**src/rtl/stopwatch_pkg.sv**
```systemverilog
// Shared definitions for the stopwatch BCD counter.
//   DIGIT_W   : width of one BCD digit
//   BCD_MAX   : largest legal BCD digit value
//   BCD_MIN   : smallest legal BCD digit value
//   bcd_clamp : forces a non-decimal nibble (A..F) down to 9
package stopwatch_pkg;

  localparam int          DIGIT_W = 4;
  localparam logic [3:0]  BCD_MAX = 4'd9;
  localparam logic [3:0]  BCD_MIN = 4'd0;

  function automatic logic [DIGIT_W-1:0] bcd_clamp(input logic [DIGIT_W-1:0] d);
    return (d > BCD_MAX) ? BCD_MAX : d;
  endfunction

endpackage

```
**src/rtl/bcd_digit.sv**
```systemverilog
// One BCD digit of the stopwatch counter: a single 4-bit register that
// loads a (clamped) preset or steps up/down by one when its carry/borrow
// input is set. Carry/borrow out is combinational so digits ripple.
//   clk_i      : clock, rising edge
//   rst_i      : asynchronous active-high reset, clears the digit
//   load_i     : load clamped preset_i (takes priority over stepping)
//   up_i       : 1 = increment, 0 = decrement
//   cin_i      : carry (up) or borrow (down) from the lower digit
//   preset_i   : preset nibble
//   digit_o    : registered digit value
//   cout_o     : carry/borrow into the next digit
module bcd_digit
  import stopwatch_pkg::*;
(
  input  logic               clk_i,
  input  logic               rst_i,
  input  logic               load_i,
  input  logic               up_i,
  input  logic               cin_i,
  input  logic [DIGIT_W-1:0] preset_i,
  output logic [DIGIT_W-1:0] digit_o,
  output logic               cout_o
);

  logic [DIGIT_W-1:0] digit_q, digit_d;

  always_comb begin
    digit_d = digit_q;
    cout_o  = 1'b0;
    if (load_i) begin
      digit_d = bcd_clamp(preset_i);
    end else if (cin_i) begin
      if (up_i) begin
        // >= rather than == keeps an out-of-range value from running past 9
        if (digit_q >= BCD_MAX) begin
          digit_d = BCD_MIN;
          cout_o  = 1'b1;
        end else begin
          digit_d = digit_q + 4'd1;
        end
      end else begin
        if (digit_q == BCD_MIN) begin
          digit_d = BCD_MAX;
          cout_o  = 1'b1;
        end else begin
          digit_d = digit_q - 4'd1;
        end
      end
    end
  end

  always_ff @(posedge clk_i or posedge rst_i) begin
    if (rst_i) digit_q <= '0;
    else       digit_q <= digit_d;
  end

  assign digit_o = digit_q;

endmodule

```
**src/rtl/stopwatch_bcd_counter.sv**
```systemverilog
// Multi-digit BCD up/down stopwatch counter with tick prescaler, preset
// load, lap latch and wrap carry pulse.
//   sys_clk     : system clock, rising edge
//   reset       : asynchronous active-high reset
//   count_init  : load preset_val (digits clamped to 9), clear prescaler
//   count_enb   : enable prescaler and counting
//   count_up    : 1 = count up, 0 = count down
//   latch_count : lap request, rising edge captures the current count
//   preset_val  : BCD preset
//   count_out   : live BCD count (registered)
//   latch_out   : last captured lap value (registered)
//   latch_valid : one-cycle pulse when latch_out updates
//   carry_out   : one-cycle pulse on wrap (999..->000.. or 000..->999..)
module stopwatch_bcd_counter
  import stopwatch_pkg::*;
#(
  parameter int DIGITS   = 3,
  parameter int PRESCALE = 1,
  parameter int PS_W     = 16
) (
  input  logic                      sys_clk,
  input  logic                      reset,
  input  logic                      count_init,
  input  logic                      count_enb,
  input  logic                      count_up,
  input  logic                      latch_count,
  input  logic [DIGIT_W*DIGITS-1:0] preset_val,
  output logic [DIGIT_W*DIGITS-1:0] count_out,
  output logic [DIGIT_W*DIGITS-1:0] latch_out,
  output logic                      latch_valid,
  output logic                      carry_out
);

  localparam int              CW      = DIGIT_W * DIGITS;
  localparam logic [PS_W-1:0] PS_LAST = PS_W'(PRESCALE - 1);

  // Prescaler: wraps at PRESCALE-1 and emits the tick in that same cycle.
  logic [PS_W-1:0] ps_q, ps_d;
  logic            tick;

  assign tick = count_enb && (ps_q == PS_LAST);

  always_comb begin
    ps_d = ps_q;
    if (count_init)     ps_d = '0;
    else if (tick)      ps_d = '0;
    else if (count_enb) ps_d = ps_q + 1'b1;
  end

  always_ff @(posedge sys_clk or posedge reset) begin
    if (reset) ps_q <= '0;
    else       ps_q <= ps_d;
  end

  // Digit chain: cy[0] is the tick (suppressed by a load), each digit
  // ripples its carry/borrow into the next; cy[DIGITS] is the wrap.
  logic [DIGITS:0] cy;
  logic [CW-1:0]   cnt;

  assign cy[0] = tick && !count_init;

  for (genvar g = 0; g < DIGITS; g++) begin : g_digit
    bcd_digit u_digit (
      .clk_i    (sys_clk),
      .rst_i    (reset),
      .load_i   (count_init),
      .up_i     (count_up),
      .cin_i    (cy[g]),
      .preset_i (preset_val[g*DIGIT_W +: DIGIT_W]),
      .digit_o  (cnt[g*DIGIT_W +: DIGIT_W]),
      .cout_o   (cy[g+1])
    );
  end

  assign count_out = cnt;

  // Lap latch and wrap flag. The edge detector resets to 0 so a request
  // held high through reset release captures once afterwards.
  logic          lat_prev_q;
  logic          lat_edge;
  logic [CW-1:0] latch_q, latch_d;
  logic          lvld_q, carry_q;

  assign lat_edge = latch_count && !lat_prev_q;
  assign latch_d  = lat_edge ? cnt : latch_q;

  always_ff @(posedge sys_clk or posedge reset) begin
    if (reset) begin
      lat_prev_q <= 1'b0;
      latch_q    <= '0;
      lvld_q     <= 1'b0;
      carry_q    <= 1'b0;
    end else begin
      lat_prev_q <= latch_count;
      latch_q    <= latch_d;
      lvld_q     <= lat_edge;
      carry_q    <= cy[DIGITS];
    end
  end

  assign latch_out   = latch_q;
  assign latch_valid = lvld_q;
  assign carry_out   = carry_q;

endmodule
```
**config.mk**
```make
export PLATFORM = sky130hd
export DESIGN_NAME = stopwatch_bcd_counter
export DESIGN_NICKNAME = d
export VERILOG_FILES = /design/src/rtl/stopwatch_pkg.sv /design/src/rtl/bcd_digit.sv /design/src/rtl/stopwatch_bcd_counter.sv
export SDC_FILE = /design/constraint.sdc
export NUM_CORES = 1
export LEC_CHECK = 0
export CAP_MARGIN = 20
export CORE_ASPECT_RATIO = 1.75
export CORE_MARGIN = 2
export CORE_UTILIZATION = 45
export CTS_BUF_LIST = sky130_fd_sc_hd__clkbuf_8
export CTS_CLUSTER_DIAMETER = 120
export CTS_CLUSTER_SIZE = 14
export DETAILED_ROUTE_END_ITERATION = 10
export GPL_TIMING_DRIVEN = 0
export HOLD_SLACK_MARGIN = 0.08
export PLACE_DENSITY = 0.69
export SETUP_SLACK_MARGIN = 0.02
export SYNTH_ARGS = -nofsm -noshare
export SYNTH_HDL_FRONTEND = slang
export SYNTH_SLANG_ARGS = --single-unit
```
**constraint.sdc**
```tcl
create_clock -name sys_clk -period 3.2 [get_ports sys_clk]
set_clock_uncertainty 0.05 [all_clocks]
set_input_delay 0.32 -clock sys_clk [delete_from_list [all_inputs] [get_ports sys_clk]]
set_output_delay 0.32 -clock sys_clk [all_outputs]
set_load 0.03 [all_outputs]
```
==> metrics.md <==
| Metric | Value |
|---|---|
| Worst slew margin | 64.7% |
| Vias | 2218 |
| Die width | 61.4 um |
| Synth async-reset ratio | 100% |
| Crit path cell chain | inv_1 > ha_1 > or3b_1 > o32a_2 > nor4_4 > mux2_2 > o21ai_2 |
| Synthesized area per cell | 9.12 sq um |
| Final ANT Viol Nets | 0 |
| TritonCTS clock tree | yes |
| Crit path buf inv count | 1 |
| GRT overflow | 0 |
| Vias/cell | 5.40 |
| Total GRT Usage | 20.4% |
| Root Buffer | clkbuf_8 |
| # rows | 36 |
| First-pass GRT wire length | 10100 um |
| Area growth syn-to-layout | 25.2% |
| Crit. End Element | flip-flop |
| Crit path kind | flip-flop to flip-flop |
| Achievable clock frequency | 0.386 GHz |
| Drc violations | 0 |
| Wirelength per Cell | 14.6 um |
| Iteration-0 DRC Markers | 102 |
| Worst IR Drop VDD | 0.289 mV |
| Drt first pass iters | 4 |
| Postcts setup bufs | 0 |
| CTS buffer count | 5 |
| Unrepaired setup endpoints after global routing | no |
| Slowest stage cell, crit path | dfrtp_1 |
| Top_reg_cell synth | dfrtp_1 |
| Post-cts sizing count | 0 |
| Pwr Total | 1.55 mW |
| Final worst slack | 0.610 ns |
| Die height | 104 um |
| Netlist cell types | 53 |
| Minimum clock period | 2.59 ns |
| DP Worst Slack | 0.615 ns |
| Die area | 6410 sq um |
| Total of max-cap violations | 0 |
| Leakage | 1.36 nW |
| Vias in the first global route | 2218 |
| Fin. Hold Viols | 0 |
| Ys Warns | 0 |
| Hold Path Class | input pin to asynchronous set/reset pin |
| Critical path arrival | 2.77 ns |
| Synthesized instance count | 284 |
| Critical path peak fanout | 7 |
| Core Region | 5590 sq um |
| Power Density | 477 nW/um^2 |
| Worst skew pair latency | 0.30 ns |
| Crit share post-route | 80.9% |
| CTS clk-pin slew, worst paths | 0.08 ns |
| Synthesized flop and latch total | 43 |
| Final setup viols | 0 |
| Routed WL | 5980 um |
| Final #Nets | 365 |
| Post-synth EDFFs | 0 |
| Ports | 44 |
| Antenna violations before repair | 0 |
| Pins over their slew limit | 0 |
| Max stage delay on crit path | 0.47 ns |
| Data required, critical path | 3.38 ns |
| Mapped cell area | 2590 sq um |
| Clk sinks | 43 |
| Mapped Nets | 315 |
| Gpl congestion | 0.852 |
| Worst-margin pin slew | 0.530 ns |
| Initial Util | 46.4% |
| Final Util | 58.1% |
| CTS Hold Bufs | 0 |
| Delay-heaviest family, CP | simple AND/OR/NAND/NOR gates |
| Critical Path Start Type | flip-flop |
| Detail Placement HPWL | 4620 um |
| CTS H-tree depth | 2 |
| I/O Buffers | 42 |
| Largest net degree at the start of global routing | 30 |
| Layout cells sized above 1 | 7.76% |
| Register area share after synthesis | 41.5% |
| Max Buffers Root-to-Sink | 2 |
| Status | finished, final reports clean |
| TNS Setup | 0 ns |
| Number of fill cells | 530 |
| Diodes inserted | 0 |
-- area by class of cell --
class,instances,area [sq um],area share (%)
timing repair buffer,43,440,13.6
clock inverter,2,35.0,1.08
inverter,20,75.1,2.31
sequential,43,1080,33.2
buffer,11,50.0,1.54
multi-input combinational,210,1390,42.8
tap,76,95.1,2.93
clock buffer,6,82.6,2.55
-- worst paths after layout --
kind	cells past startpoint	from	to	slack [ns]
setup / recovery	7	g_digit[0].u_digit.digit_o[0]	g_digit[2].u_digit.digit_o[0]	0.61
hold / removal	2	reset	lat_prev_q	0.26
setup reg to reg	7	g_digit[0].u_digit.digit_o[0]	g_digit[2].u_digit.digit_o[0]	0.61
hold reg to reg	2	latch_out[1]	latch_out[1]	0.43
max in group asynchronous	3	reset	ps_q[12]	2.37
min in group sys_clk	3	count_enb	ps_q[1]	0.30
-- stage by stage --
| step | hold WS (ns) | cell area (sq um) | instances |
|---|---|---|---|
| final | 0.260 | 3240 | 411 |
| after global routing | 0.280 | 3240 | 411 |
| after CTS | 0.267 | 3240 | 411 |
| after detailed placement | 0.419 | 3130 | 403 |
| after global placement | 0.414 | 3110 | 402 |
| after floorplan | 0.301 | 2590 | 284 |
-- registers in the layout, indices dropped and copies added, names as in the netlist --
register                 flops
g_digit.u_digit.digit_o     12
ps_q                        16
latch_out                   12
lat_prev_q                   1
carry_out                    1
latch_valid                  1
-- cells in the final DEF, fill, tap and decap left out, types with 3 or more instances in the layout --
cell type / netlist / final
o21ai_0: 23 / 23
o21a_1: 5 / 5
ha_1: 13 / 13
xnor2_1: 9 / 9
clkbuf_1: 7 / 7
nor3_1: 7 / 7
clkdlybuf4s50_1: 0 / 42
inv_1: 19 / 18
nor2_1: 22 / 22
nand3b_1: 5 / 5
clkbuf_8: 0 / 6
xor2_1: 8 / 8
o22ai_1: 4 / 4
a21oi_1: 12 / 12
nor3b_1: 5 / 5
o31ai_1: 4 / 4
nand2_1: 27 / 27
nand2b_1: 4 / 4
nor4_1: 3 / 3
mux2i_1: 3 / 3
nand3_1: 9 / 9
and3_1: 4 / 4
dfrtp_1: 43 / 43
mux2_2: 5 / 5
nand4_1: 4 / 4
-- per-layer routing --
layer | share of wire, % | vias up | track usage (%)
met1 | 39 | 1067 | 23.5
met5 | 0 | - | 0
li1 | - | 1100 | -
met3 | 2.3 | 11 | 2.61
met4 | 2.8 | 0 | 7.60
met2 | 56 | 40 | 36.4
-- power by group --
part	total (mW)	switching, mW	internal (mW)
registers	0.640	0.0520	0.588
logic	0.465	0.262	0.202
clock network	0.442	0.189	0.253
-- cell usage after synthesis (5+ instances only) --
cell type   n  share of area [%]
dfrtp_1    43                 42
a21oi_1    12                2.3
nand3_1     9                1.7
nand2_1    27                3.9
ha_1       13                6.3
nor2_1     22                3.2
nor3b_1     5                1.4
nor3_1      7                1.4
mux2_2      5                2.2
xor2_1      8                2.7
nand3b_1    5                1.4
clkbuf_1    7                1.0
inv_1      19                2.8
xnor2_1     9                3.0
o21ai_0    23                4.4
o21a_1      5                1.4
-- kinds of logic (layout without fill, tap and decap cells) --
kind of cell | count (synthesis) | count (layout) | synth area share (%)
simple gates | 100 | 100 | 20.2
xor+xnor | 17 | 17 | 5.75
compound gates | 72 | 72 | 18.1
mux | 8 | 8 | 3.33
fa+ha+maj | 13 | 13 | 6.28
buf+inv | 31 | 82 | 4.83
flops | 43 | 43 | 41.5
(Power assumes the default switching activity.)
